$ cat config.mk
export PLATFORM = sky130hd
export DESIGN_NAME = axilite_rr_arbiter
export DESIGN_NICKNAME = d
export VERILOG_FILES = /design/src/rtl/axilite_rr_arbiter.sv
export SDC_FILE = /design/constraint.sdc
export NUM_CORES = 1
export LEC_CHECK = 0
export ABC_CLOCK_PERIOD_IN_PS = 1600
export BUFFER_PORTS_ARGS = -buffer_cell sky130_fd_sc_hd__buf_2
export CAP_MARGIN = 40
export CELL_PAD_IN_SITES_DETAIL_PLACEMENT = 0
export CELL_PAD_IN_SITES_GLOBAL_PLACEMENT = 2
export CORE_AREA = 3 3 172 174
export CTS_CLUSTER_SIZE = 8
export DETAILED_ROUTE_END_ITERATION = 6
export DIE_AREA = 0 0 175 177
export PLACE_DENSITY_LB_ADDON = 0.1
export SLEW_MARGIN = 20
export SYNTH_ARGS = -nofsm -noshare
export SYNTH_HDL_FRONTEND = slang
export SYNTH_SLANG_ARGS = --single-unit
$ cat constraint.sdc
create_clock -name ACLK -period 1.6 [get_ports ACLK]
set_input_delay 0.4 -clock ACLK [delete_from_list [all_inputs] [get_ports ACLK]]
set_output_delay 0.4 -clock ACLK [all_outputs]
set_load 0.005 [all_outputs]
$ cat src/rtl/axilite_rr_arbiter.sv
// axilite_rr_arbiter: round-robin arbiter that shares one AXI4-Lite slave port between two masters.
//   ACLK, ARESET        clock, synchronous active-high reset
//   S0_AXI_*, S1_AXI_*  upstream AXI4-Lite slave ports (AW, W, B, AR, R channels)
//   M_AXI_*             downstream AXI4-Lite master port
//   GRANT               one-hot owner of the current transaction, 2'b00 while idle
//   Optional macro AXILITE_RR_ARBITER_STATS_EN adds STAT_TXN0/STAT_TXN1/STAT_CONFLICT counters.
module axilite_rr_arbiter #(
    parameter int C_AXI_ADDR_WIDTH = 32,
    parameter int C_AXI_DATA_WIDTH = 32
) (
    input  logic                          ACLK,
    input  logic                          ARESET,
    input  logic [C_AXI_ADDR_WIDTH-1:0]   S0_AXI_AWADDR,
    input  logic                          S0_AXI_AWVALID,
    output logic                          S0_AXI_AWREADY,
    input  logic [C_AXI_DATA_WIDTH-1:0]   S0_AXI_WDATA,
    input  logic [C_AXI_DATA_WIDTH/8-1:0] S0_AXI_WSTRB,
    input  logic                          S0_AXI_WVALID,
    output logic                          S0_AXI_WREADY,
    output logic [1:0]                    S0_AXI_BRESP,
    output logic                          S0_AXI_BVALID,
    input  logic                          S0_AXI_BREADY,
    input  logic [C_AXI_ADDR_WIDTH-1:0]   S0_AXI_ARADDR,
    input  logic                          S0_AXI_ARVALID,
    output logic                          S0_AXI_ARREADY,
    output logic [C_AXI_DATA_WIDTH-1:0]   S0_AXI_RDATA,
    output logic [1:0]                    S0_AXI_RRESP,
    output logic                          S0_AXI_RVALID,
    input  logic                          S0_AXI_RREADY,
    input  logic [C_AXI_ADDR_WIDTH-1:0]   S1_AXI_AWADDR,
    input  logic                          S1_AXI_AWVALID,
    output logic                          S1_AXI_AWREADY,
    input  logic [C_AXI_DATA_WIDTH-1:0]   S1_AXI_WDATA,
    input  logic [C_AXI_DATA_WIDTH/8-1:0] S1_AXI_WSTRB,
    input  logic                          S1_AXI_WVALID,
    output logic                          S1_AXI_WREADY,
    output logic [1:0]                    S1_AXI_BRESP,
    output logic                          S1_AXI_BVALID,
    input  logic                          S1_AXI_BREADY,
    input  logic [C_AXI_ADDR_WIDTH-1:0]   S1_AXI_ARADDR,
    input  logic                          S1_AXI_ARVALID,
    output logic                          S1_AXI_ARREADY,
    output logic [C_AXI_DATA_WIDTH-1:0]   S1_AXI_RDATA,
    output logic [1:0]                    S1_AXI_RRESP,
    output logic                          S1_AXI_RVALID,
    input  logic                          S1_AXI_RREADY,
    output logic [C_AXI_ADDR_WIDTH-1:0]   M_AXI_AWADDR,
    output logic                          M_AXI_AWVALID,
    input  logic                          M_AXI_AWREADY,
    output logic [C_AXI_DATA_WIDTH-1:0]   M_AXI_WDATA,
    output logic [C_AXI_DATA_WIDTH/8-1:0] M_AXI_WSTRB,
    output logic                          M_AXI_WVALID,
    input  logic                          M_AXI_WREADY,
    input  logic [1:0]                    M_AXI_BRESP,
    input  logic                          M_AXI_BVALID,
    output logic                          M_AXI_BREADY,
    output logic [C_AXI_ADDR_WIDTH-1:0]   M_AXI_ARADDR,
    output logic                          M_AXI_ARVALID,
    input  logic                          M_AXI_ARREADY,
    input  logic [C_AXI_DATA_WIDTH-1:0]   M_AXI_RDATA,
    input  logic [1:0]                    M_AXI_RRESP,
    input  logic                          M_AXI_RVALID,
    output logic                          M_AXI_RREADY,
`ifdef AXILITE_RR_ARBITER_STATS_EN
    output logic [31:0]                   STAT_TXN0,
    output logic [31:0]                   STAT_TXN1,
    output logic [15:0]                   STAT_CONFLICT,
`endif
    output logic [1:0]                    GRANT
);
    typedef enum logic [2:0] {IDLE, RD_ADDR, RD_DATA, WR_ADDR, WR_RESP} state_t;
    state_t state, state_n;
    logic [1:0] grant_n;
    logic last_grant, last_n, aw_done, aw_done_n, w_done, w_done_n;
    logic sel, in_ar, in_r, in_aw, in_b;
    logic ar_valid, aw_valid, w_valid, r_ready, b_ready;
    logic ar_rdy, aw_rdy, w_rdy, r_vld, b_vld;
    logic ar_hs, aw_hs, w_hs, r_hs, b_hs, aw_fin, w_fin;
    logic req0, req1, win1;
    assign sel = GRANT[1];
    assign in_ar = state == RD_ADDR;
    assign in_r = state == RD_DATA;
    assign in_aw = state == WR_ADDR;
    assign in_b = state == WR_RESP;
    assign ar_valid = sel ? S1_AXI_ARVALID : S0_AXI_ARVALID;
    assign aw_valid = sel ? S1_AXI_AWVALID : S0_AXI_AWVALID;
    assign w_valid = sel ? S1_AXI_WVALID : S0_AXI_WVALID;
    assign r_ready = sel ? S1_AXI_RREADY : S0_AXI_RREADY;
    assign b_ready = sel ? S1_AXI_BREADY : S0_AXI_BREADY;
    assign M_AXI_ARADDR = sel ? S1_AXI_ARADDR : S0_AXI_ARADDR;
    assign M_AXI_AWADDR = sel ? S1_AXI_AWADDR : S0_AXI_AWADDR;
    assign M_AXI_WDATA = sel ? S1_AXI_WDATA : S0_AXI_WDATA;
    assign M_AXI_WSTRB = sel ? S1_AXI_WSTRB : S0_AXI_WSTRB;
    // A channel that already handshook is masked so it cannot transfer twice.
    assign M_AXI_ARVALID = in_ar & ar_valid;
    assign M_AXI_AWVALID = in_aw & ~aw_done & aw_valid;
    assign M_AXI_WVALID = in_aw & ~w_done & w_valid;
    assign M_AXI_RREADY = in_r & r_ready;
    assign M_AXI_BREADY = in_b & b_ready;
    assign ar_rdy = in_ar & M_AXI_ARREADY;
    assign aw_rdy = in_aw & ~aw_done & M_AXI_AWREADY;
    assign w_rdy = in_aw & ~w_done & M_AXI_WREADY;
    assign r_vld = in_r & M_AXI_RVALID;
    assign b_vld = in_b & M_AXI_BVALID;
    assign S0_AXI_ARREADY = GRANT[0] & ar_rdy;
    assign S0_AXI_AWREADY = GRANT[0] & aw_rdy;
    assign S0_AXI_WREADY = GRANT[0] & w_rdy;
    assign S0_AXI_RVALID = GRANT[0] & r_vld;
    assign S0_AXI_BVALID = GRANT[0] & b_vld;
    assign S1_AXI_ARREADY = GRANT[1] & ar_rdy;
    assign S1_AXI_AWREADY = GRANT[1] & aw_rdy;
    assign S1_AXI_WREADY = GRANT[1] & w_rdy;
    assign S1_AXI_RVALID = GRANT[1] & r_vld;
    assign S1_AXI_BVALID = GRANT[1] & b_vld;
    assign S0_AXI_RDATA = M_AXI_RDATA;
    assign S1_AXI_RDATA = M_AXI_RDATA;
    assign S0_AXI_RRESP = M_AXI_RRESP;
    assign S1_AXI_RRESP = M_AXI_RRESP;
    assign S0_AXI_BRESP = M_AXI_BRESP;
    assign S1_AXI_BRESP = M_AXI_BRESP;
    assign ar_hs = M_AXI_ARVALID & M_AXI_ARREADY;
    assign aw_hs = M_AXI_AWVALID & M_AXI_AWREADY;
    assign w_hs = M_AXI_WVALID & M_AXI_WREADY;
    assign r_hs = M_AXI_RVALID & M_AXI_RREADY;
    assign b_hs = M_AXI_BVALID & M_AXI_BREADY;
    assign aw_fin = aw_done | aw_hs;
    assign w_fin = w_done | w_hs;
    assign req0 = S0_AXI_ARVALID | S0_AXI_AWVALID;
    assign req1 = S1_AXI_ARVALID | S1_AXI_AWVALID;
    // last_grant=1 means S1 was served last, so S0 wins a tie.
    assign win1 = req1 & (~req0 | ~last_grant);
    always_comb begin
        state_n = state;
        grant_n = GRANT;
        last_n = last_grant;
        aw_done_n = aw_done;
        w_done_n = w_done;
        case (state)
            IDLE: if (req0 | req1) begin
                grant_n = {win1, ~win1};
                state_n = (win1 ? S1_AXI_ARVALID : S0_AXI_ARVALID) ? RD_ADDR : WR_ADDR;
            end
            RD_ADDR: if (ar_hs) state_n = RD_DATA;
            RD_DATA: if (r_hs) begin
                last_n = sel;
                grant_n = 2'b00;
                state_n = IDLE;
            end
            WR_ADDR: if (aw_fin & w_fin) begin
                aw_done_n = 1'b0;
                w_done_n = 1'b0;
                state_n = WR_RESP;
            end else begin
                aw_done_n = aw_fin;
                w_done_n = w_fin;
            end
            WR_RESP: if (b_hs) begin
                last_n = sel;
                grant_n = 2'b00;
                state_n = IDLE;
            end
            default: state_n = IDLE;
        endcase
    end
    always_ff @(posedge ACLK) begin
        if (ARESET) begin
            state <= IDLE;
            GRANT <= 2'b00;
            last_grant <= 1'b1;
            aw_done <= 1'b0;
            w_done <= 1'b0;
        end else begin
            state <= state_n;
            GRANT <= grant_n;
            last_grant <= last_n;
            aw_done <= aw_done_n;
            w_done <= w_done_n;
        end
    end
`ifdef AXILITE_RR_ARBITER_STATS_EN
    logic done_hs;
    assign done_hs = r_hs | b_hs;
    always_ff @(posedge ACLK) begin
        if (ARESET) begin
            STAT_TXN0 <= '0;
            STAT_TXN1 <= '0;
            STAT_CONFLICT <= '0;
        end else begin
            if (done_hs & ~sel & ~&STAT_TXN0) STAT_TXN0 <= STAT_TXN0 + 32'd1;
            if (done_hs & sel & ~&STAT_TXN1) STAT_TXN1 <= STAT_TXN1 + 32'd1;
            if (state == IDLE & req0 & req1 & ~&STAT_CONFLICT) STAT_CONFLICT <= STAT_CONFLICT + 16'd1;
        end
    end
`endif
endmodule
==> results by group <==
Synthesis
  • Synthesized area: between 0.002 and 0.0025 mm2
  • Post-Syn Nets: 532
  • Main synth FF type: dfxtp_1
  • Post-synth EDFFs: 0
  • Flops & latches, synth: 8
  • Mapped Cells: 279
  • YS warnings: 0
  • Top cells by area, synth: mux2_2 (46%), buf_4 (22%), dfxtp_1 (6.4%)
  • Asr flop ratio synth: 0%
  • Count leader, synth: mux2_2
  • Post-synth top cells: mux2_2 (101), buf_4 (73), buf_2 (12), nor2_1 (11), and3_1 (9)
  • Unique masters post-synth: 43
  • Post-synth top area share: 45.6%
  • Mapped Avg Cell Area: 8.94 um2
  • Leading area contributor after synthesis: mux2_2
  • Seq/Total Area, Yosys: 6.42%

Timing
  • Post-layout min period: between 1500 and 2000 ps
  • Final Setup Violations: 114
  • Clock Skew: 3.61 ps
  • Fin worst setup slack: -237 ps
  • Final period utilization: 115%
  • Fmax achieved: 544 MHz
  • Unrepaired setup endpoints after global routing: yes
  • Setup TNS: -21770 ps
  • Min Hold Slack: 523 ps
  • Slew @ Worst Pin: 326 ps
  • Pins Over Slew Limit: 0
  • Relative slew slack: 78.2%
  • Hold Violations, Final: 0

Clock tree
  • Hold-fix buffers, CTS: 0
  • CTS HTree Levels: 1
  • Worst-skew pair later-pin latency: 230 ps
  • CTS tree: done
  • CTS max path bufs: 2
  • TritonCTS Buffers: 3
  • CTS sink cnt: 8
  • CTS clk-pin slew, worst paths: 40 ps
  • Root Driver: clkbuf_16

Power
  • P_leak: 2.37 nW
  • Worst IR Drop VDD: roughly 0.00045 V
  • Switching pwr: about 1.5 mW
  • Switching Fraction: a little under two fifths
  • P_int: 2.56 mW
  • PD cells: about 850 mW/mm2
  • Clk pwr share: between 10% and 20%
  • Combinational power share: 78.7%
  • Share of power burned in registers: about a tenth
  • Power Total: 4.06 mW

Placement
  • Dpl cells: 934
  • Global placer's final weighted congestion: between 0.7 and 0.8
  • DP Wirelength: roughly 14 mm
  • Port Buffers: 333

Floorplan
  • Row Count: 61
  • Die Width: 175 um
  • Die H: 177 um
  • Die area: 0.0310 mm2
  • Core area: 0.0279 mm2
  • Initial Util: around 8.9%
  • Io pins: 442

Setup path
  • WP data required: 1200 ps
  • Flop-to-flop setup slack: -140 ps
  • CP endpoint kind: output pin
  • Reg-to-reg critical path startpoint: GRANT[1]$_SDFFE_PP0P_
  • CP peak stage delay: between 300 and 400 ps
  • FF-to-FF End: state[1]$_SDFFE_PP0P_
  • Critical path class: register to output pin
  • Slowest cell on crit path: dfxtp_4
  • Worst path cell trace: buf_12 -> buf_12 -> mux2_2 -> buf_2
  • Reg2Reg Depth: 8
  • Critical path arrival: ~1400 ps
  • Worst path most repeated cell: buf_12
  • CP Max Fanout: 23
  • Crit path launch type: register

Route
  • DRC violations left: 0
  • Met1 wire length: ~5.6 mm
  • Wire length per cell: 16.2 um
  • WL met2: 8.01 mm
  • Via count: 3156
  • First drt pass iteration count: 4
  • Post-Route WL: 15.4 mm
  • Final ANT Viol Nets: 0
  • Vias per cell: 3.32
  • Drt first-iter violations: 46
  • Top layer in use: met5
  • Wire length on met3: between 1.5 and 2 mm

GRT
  • First-pass GRT wire length: 20.8 mm
  • Vias in the first global route: 3261
  • Initial antenna violation count: 3
  • Grt ovf: 0
  • Pin count of the biggest net entering global routing: 24
  • All-layer global routing usage: 8.81%

Job
  • Max-cap violations: 0

Cells and area
  • Fin cells: between 900 and 1000
  • Share of cells above drive strength 1: 90.1%
  • Final core utilization: 17.2%
  • Area Growth Syn to Fin: 92.1%
  • Ant. Diodes: 0
  • Total Nets Final: 828

Outcome
  • Violated checks: negative setup slack
  • Status: complete, but fails checks

Min path
  • Worst Hold Class: primary input to register
  • Worst Hold Path EP: state[0]$_SDFFE_PP0P_
  • Hold_sp: ARESET
  • Worst hold path cell count: 2
## kinds of logic (layout without fill, tap and decap cells)
kind of cell	after synthesis	after routing	share of synthesized area, %
AOI/OAI and AO/OA	18	18	6.07
and+or+nand+nor	51	51	12.5
DFF	8	8	6.42
buffers and inverters	94	389	26.4
xor gates and xnor gates	1	1	0.351
muxes	107	107	48.2
## metrics by stage
stage | setup slack, ps | area (um2)
final | -237 | 4790
after detailed placement | -206 | 4330
after CTS | -264 | 4650
after global routing | -287 | 4790
after floorplan | -20.8 | 2510
after global placement | -173 | 4330
## cells in the final DEF, fill, tap and decap left out, types with 4 or more instances in the layout
| cell type | count |
|---|---|
| a21oi_1 | 7 |
| and3_1 | 4 |
| and3_4 | 5 |
| buf_12 | 7 |
| buf_2 | 327 |
| buf_4 | 31 |
| buf_6 | 14 |
| dfxtp_4 | 4 |
| inv_1 | 4 |
| mux2_2 | 97 |
| mux2_4 | 5 |
| nor2_1 | 8 |
| nor3_1 | 5 |
## registers in the layout, indices dropped and copies added (netlist names)
name	cells
last_grant	1
state	3
aw_done	1
GRANT	2
w_done	1
## worst max path at each step
stage | to | slack [ps] | startpoint | depth (start not counted)
floorplan | M_AXI_WDATA[10] | -20 | GRANT[1]$_SDFFE_PP0P_ | 5
global placement | state[1]$_SDFFE_PP0P_ | -170 | S1_AXI_AWVALID | 7
detailed placement | state[1]$_SDFFE_PP0P_ | -210 | S1_AXI_WVALID | 6
CTS | M_AXI_AWADDR[28] | -260 | GRANT[1]$_SDFFE_PP0P_ | 4
global route | M_AXI_AWADDR[28] | -290 | GRANT[1]$_SDFFE_PP0P_ | 4
finish | M_AXI_WDATA[30] | -240 | GRANT[1]$_SDFFE_PP0P_ | 4
## cell type report
cell class                      instances  area, um2
Clock buffer                            4       78.8
Fill cell                            3217      23100
Inverter                                4       15.0
Multi-Input combinational cell        177       1840
Sequential cell                         8        176
Tap cell                              378        473
Timing Repair Buffer                  381       2210
## repair_timing
item	CTS	global route
setup endpoints to repair	118	118
buffers inserted	10	5
pin swaps	6	8
resized for setup	35	20
cloned	1	0
## layer usage
layer | track usage [%] | up-vias
met4 | 0.332 | 6
met2 | 16.4 | 234
met1 | 9.68 | 1395
met5 | 0 | -
li1 | - | 1511
met3 | 3.99 | 10
## power by group through the flow
| stage | clock [mW] | combinational (mW) | sequential (mW) |
|---|---|---|---|
| floorplan | 0 | 1.59 | 0.289 |
| global placement | 0 | 2.78 | 0.402 |
| detailed placement | 0 | 2.75 | 0.405 |
| CTS | 0.450 | 3.09 | 0.430 |
| global route | 0.465 | 3.46 | 0.441 |
| finish | 0.440 | 3.19 | 0.427 |
## worst max-delay path: cells and delay by family (launching register included)
kind	cells	cell delay [ps]
mux	1	360
flops	1	380
buf+inv	3	450
No activity file was read; power rests on OpenSTA's default activity.
